$ cat src/rtl/my_xor_gate_pkg.sv
// Shared defaults for the my_xor_gate XOR/parity block
// and its saturating high-parity counter.
package my_xor_gate_pkg;

    localparam int XOR_WIDTH_DEF = 1;
    localparam int XOR_CNT_W_DEF = 16;

endpackage

$ cat src/rtl/my_xor_gate_sat_cnt.sv
// Saturating up-counter with a synchronous active-low clear.
// Holds at all-ones instead of wrapping; sat flags that value.
module my_xor_gate_sat_cnt
    import my_xor_gate_pkg::*;
#(
    parameter int CNT_W = XOR_CNT_W_DEF
) (
    input  logic             clk,
    input  logic             reset,
    input  logic             inc,
    output logic [CNT_W-1:0] count,
    output logic             sat
);

    logic [CNT_W-1:0] r_count;
    logic             w_sat;

    assign w_sat = &r_count;

    always_ff @(posedge clk) begin
        if (!reset) begin
            r_count <= '0;
        end else if (inc && !w_sat) begin
            r_count <= r_count + CNT_W'(1);
        end
    end

    assign count = r_count;
    assign sat   = w_sat;

endmodule

$ cat src/rtl/my_xor_gate.sv
// Bitwise XOR with parity, a registered copy of the result,
// and a saturating count of cycles with odd parity.
module my_xor_gate
    import my_xor_gate_pkg::*;
#(
    parameter int WIDTH = XOR_WIDTH_DEF,
    parameter int CNT_W = XOR_CNT_W_DEF
) (
    input  logic             clk,
    input  logic             reset,
    input  logic [WIDTH-1:0] i_A,
    input  logic [WIDTH-1:0] i_B,
    output logic [WIDTH-1:0] o_C,
    output logic [WIDTH-1:0] o_C_q,
    output logic             o_parity,
    output logic [CNT_W-1:0] o_hi_count,
    output logic             o_sat
);

    logic [WIDTH-1:0] w_c;
    logic             w_parity;
    logic [WIDTH-1:0] r_c_q;

    // Pure combinational path: X/Z on inputs propagates unmasked.
    assign w_c      = i_A ^ i_B;
    assign w_parity = ^w_c;

    always_ff @(posedge clk) begin
        if (!reset) begin
            r_c_q <= '0;
        end else begin
            r_c_q <= w_c;
        end
    end

    my_xor_gate_sat_cnt #(
        .CNT_W (CNT_W)
    ) u_sat_cnt (
        .clk   (clk),
        .reset (reset),
        .inc   (w_parity),
        .count (o_hi_count),
        .sat   (o_sat)
    );

    assign o_C      = w_c;
    assign o_C_q    = r_c_q;
    assign o_parity = w_parity;

endmodule

$ cat config.mk
export PLATFORM = sky130hd
export DESIGN_NAME = my_xor_gate
export DESIGN_NICKNAME = d
export VERILOG_FILES = /design/src/rtl/my_xor_gate_pkg.sv /design/src/rtl/my_xor_gate_sat_cnt.sv /design/src/rtl/my_xor_gate.sv
export SDC_FILE = /design/constraint.sdc
export NUM_CORES = 1
export LEC_CHECK = 0
export CAP_MARGIN = 20
export CORE_ASPECT_RATIO = 1.5
export CORE_UTILIZATION = 47
export CTS_CLUSTER_SIZE = 8
export DETAILED_ROUTE_END_ITERATION = 8
export PLACE_DENSITY = 0.77
export SLEW_MARGIN = 40
export SYNTH_ARGS = -nofsm -noshare
export SYNTH_HDL_FRONTEND = slang
export SYNTH_SLANG_ARGS = --single-unit
$ cat constraint.sdc
create_clock -name clk -period 2.1 [get_ports clk]
set_input_delay 0.315 -clock clk [delete_from_list [all_inputs] [get_ports clk]]
set_output_delay 0.315 -clock clk [all_outputs]
set_load 0.05 [all_outputs]
* Yosys cells after proc, flatten, opt, wreduce, memory -nomap -nowiden
Cells that the tools add are included. W data, S select, Z words.
Word-level totals: bits in registers 17, bits of input ports 4, output and inout bits 20
Cells by class: add/sub/neg operators 1, bitwise operators 1, reductions and logical operators 3
Operators by type and width (number):
- $add A16 B1 Y16 const B | 1
- $reduce_and A16 Y1 | 1
- $logic_and A1 B1 Y1 | 1
- $logic_not A1 Y1 | 1
- $xor A1 B1 Y1 | 1

* Longest topological paths before layout
depth in word-level cells 3, mapped depth 6

* Cells and area by module
A second synthesis with hierarchy kept.
Second synthesis, totals: cells, all modules 100, area total of the unflattened synthesis 908.4 sq um
Modules (own cells, without submodules):
- my_xor_gate_sat_cnt | times used 1, cells an instance 96, area each 865.8 sq um
- my_xor_gate | times used 1, cells an instance 4, area each 42.5 sq um

* Worst setup path before layout
Ideal clock, no wire load.
path type reg-to-reg, start point register u_sat_cnt.r_count[0], in the netlist u_sat_cnt.count[0], end point register u_sat_cnt.r_count[7], in the netlist u_sat_cnt.count[7], setup time 101 ps, data arrival time 2313 ps, required time 1999 ps, path slack -314 ps, cell stages (with the launch flop) 6, clock period less this slack 2414 ps, cells stage by stage dfxtp_1 > ha_1 > nand4_1 > nor4_4 > o311ai_0 > o41ai_1
Between the ends: longest elaborated chain between the ends 3, elaborated cells on any way between the ends 4, classes of those cells add/sub: 1; reduce/logical: 3
Ends and longest elaborated chain:
- from (decl) | line my_xor_gate_sat_cnt.sv:15 | logic [CNT_W-1:0] r_count;
- from (signal assigned) | line my_xor_gate_sat_cnt.sv:24 | r_count <= r_count + CNT_W'(1);
- $reduce_and A16 Y1 | line my_xor_gate_sat_cnt.sv:18 | assign w_sat = &r_count;
- via o_sat | line my_xor_gate.sv:17 | output logic o_sat
- $logic_not A1 Y1 | line my_xor_gate_sat_cnt.sv:23 | end else if (inc && !w_sat) begin
- $logic_and A1 B1 Y1 | line my_xor_gate_sat_cnt.sv:23
The timed path passes the listed nets, and every way through them passes these cells. A chain may end at the register's enable or synchronous reset.

* Final worst setup path
start point register u_sat_cnt.r_count[0], in the netlist u_sat_cnt.count[0], end point output o_sat
Between the ends: longest elaborated chain between the ends 1
Ends and longest elaborated chain (line):
- $reduce_and A16 Y1 | my_xor_gate_sat_cnt.sv:18
- to (decl) | my_xor_gate.sv:17
Every way passes these cells.

==> flow_summary.toml <==
[finish]
insertedDiodeCount = 0
layout-drive-gt1-share_pct = 25.8
layout_common_cells = "clkdlybuf4s50_1 (20), dfxtp_2 (12), a21oi_1 (10), nand2_1 (10), nand3_1 (9)"
fin_nets = 138
fin_area_um2 = 1300
final_common_cell = "clkdlybuf4s50_1"
syn2layout_area_growth_pct = 39.4

[grt]
gr-total-overflow = 0
grt_max_degree = 11
grt.total_usage_pct = 22.5
grt_pass1_vias = 832
grt_pass1_wl_um = 3570
antenna_found_initial = 0

[timing]
skew_ns = 0.00598
hold_viol = 0
tightest_slew_ns = 0.506
finalSetupViolations = 0
maxSlewViolCount = 0
fin_tns_setup_ns = 0
fin_crit_sh_pct = 93.3
maxSlewHeadroom_pct = 66.2
rsz0062_at_grt = "false"
fin_crit_ns = 1.96
max_freq_ghz = 0.510

[floorplanning]
core_area_um2 = 1850
ios = 24
die_y_um = 56.5
num_rows = 19
initial_core_util_pct = 50.1
chipWidth_um = 38.3
fp.dieArea_um2 = 2160

[synth]
syn_area_per_cell_um2 = 9.03
synth_top_area_share_pct = 36.6
netlist_instances = 103
synth_seq_cells = 17
synthTopCellsByArea = "dfxtp_1 (37%), a21oi_1 (5.4%), nand3_1 (4.8%)"
yosys.area.top_type = "dfxtp_1"
ys_seq_area_share_pct = 36.6
ys_types = 36
synth_nets = 108
syn_area_um2 = 930
yosysWarningCount = 0

[clock_network]
cts_tree = "yes"
htreeDepth = 1
cts_resized = 0
cts_root_buf = "clkbuf_4"
cts.sinks = 17
clockBufferDepth = 2
cts_setup_buffers = 1
cts.clk_slew.worst_paths_ns = 0.09
insertion_delay_ns = 0.28
cts_buffers = 3
cts_hold_buf = 0

[placed_design]
portBuffers = 23
dpl_cell_area_um2 = 1260
place.gp.congestion = 0.852
hpwlAfterDp_um = 1670

[drt]
drt_iter0_markers = 16
viasPerCell = 5.78
vias = 884
drtAntennaViolNets = 0
drt_pre_antenna_iters = 4
drc_errors = 0
post_drt_wl_per_cell_um = 13.9
routed_wl_um = 2130

[worst_setup_path]
r2r_end = "u_sat_cnt.count[0]$_SDFFE_PN0P_"
rrSetupSlack_ns = 0.29
crit_arrival_ns = 1.64
worstPathRequired_ns = 1.78
worstSetupPathType = "flip-flop to output port"
r2r_cells = 6
startpoint_type = "flip-flop"
r2r_start = "u_sat_cnt.count[0]$_SDFFE_PN0P_"
endpoint_kind = "output port"
crit_path_max_fanout = 5

[min_path]
holdPathStages = 2
holdPathEnd = "u_sat_cnt.count[10]$_SDFFE_PN0P_"
hp-start = "u_sat_cnt.count[10]$_SDFFE_PN0P_"
worstHoldPathType = "flip-flop to flip-flop"

[flow_run]
max-cap-violations = 0

[power_and_ir_drop]
leakagePower_nw = 0.439
ir_drop_uv = 355
power_density_nw_per_um2 = 497

[outcome]
status = "completed"
[per-stage QoR]
| step | util [%] | total power, mW | setup slack [ns] | hold WS (ns) | instances |
|---|---|---|---|---|---|
| 6_report | 69.9 | 0.645 | 0.141 | 0.481 | 153 |
| 4_1_cts | 69.9 | 0.650 | 0.145 | 0.483 | 153 |
| 5_1_grt | 69.9 | 0.676 | 0.0344 | 0.509 | 153 |
| 3_5_place_dp | 68.1 | 0.486 | 0.111 | 0.468 | 148 |
| 3_3_place_gp | 68.1 | 0.482 | 0.160 | 0.454 | 148 |
| 2_1_floorplan | - | 0.426 | 0.00183 | 0.575 | 103 |
[synthesized netlist by cell type]
cell and count:
o41ai_1 1, buf_4 1, xor2_4 1, nor3b_1 1, nand2_1 10, o311ai_0 1
nand3_1 9, clkbuf_1 2, ha_1 1, nand2b_1 1, buf_6 1, nand2b_2 1
a211oi_1 1, nand4bb_1 1, nand4_4 1, nor3_1 2, a21oi_1 10, nor4_1 1
and4bb_2 1, o2111ai_1 1, nor4_4 1, mux2i_1 2, and2_2 1, inv_1 3
nor2_1 4, dfxtp_1 17, or4_1 4, xor2_1 1, o31ai_1 4, nand4_1 2
o41ai_4 1, or2_1 1, or3_1 3, and4_1 2, o21ai_0 8, and2_1 1
[report_power, final]
group,leakage [nW],internal (mW),switching [mW]
Clock,0.0150,0.0736,0.0924
Combinational,0.279,0.0585,0.0782
Sequential,0.145,0.331,0.0108
[cell type report]
cell class / instances / area, um2
clock buffer: 4 / 26.3
fill: 149 / 558
inverter: 3 / 11.3
multi-input combinational: 79 / 564
sequential: 17 / 363
tap: 21 / 26.3
timing repair buffer: 29 / 305
[cell families (layout without fill, tap and decap cells)]
kind of cell | after synthesis | after routing | synth area share (%)
flops | 17 | 17 | 36.6
xor+xnor | 2 | 2 | 3.90
fa+ha+maj | 1 | 1 | 1.35
simple gates | 47 | 47 | 32.4
compound gates | 27 | 27 | 19.5
mux | 2 | 2 | 2.15
buf+inv | 7 | 36 | 4.04
[state kept, by name (all words and copies together) (netlist names)]
name / flops
u_sat_cnt.count: 16
o_C_q: 1
[routing by layer]
metal  routed length [um]  up-vias  global-route usage [%]
met5                    0        -                       0
met3                   62        4                    4.35
met4                   33        0                    10.7
li1                     -      451                       -
met1                  892      408                    26.0
met2                 1140       21                    37.5
[how the worst max path moves through the flow]
stage                               startpoint                         endpoint
6_report       u_sat_cnt.count[0]$_SDFFE_PN0P_                            o_sat
5_1_grt        u_sat_cnt.count[0]$_SDFFE_PN0P_                            o_sat
4_1_cts        u_sat_cnt.count[0]$_SDFFE_PN0P_                            o_sat
3_5_place_dp                               i_B  u_sat_cnt.count[8]$_SDFFE_PN0P_
3_3_place_gp                               i_B  u_sat_cnt.count[6]$_SDFFE_PN0P_
2_1_floorplan  u_sat_cnt.count[7]$_SDFFE_PN0P_  u_sat_cnt.count[6]$_SDFFE_PN0P_
[critical path, cell delays in order, from the launching register on]
cell,delay (ns)
dfxtp_4,0.39
ha_4,0.16
nand4_1,0.26
nor4_4,0.38
buf_12,0.18
Power figures use the tool's default switching activity.
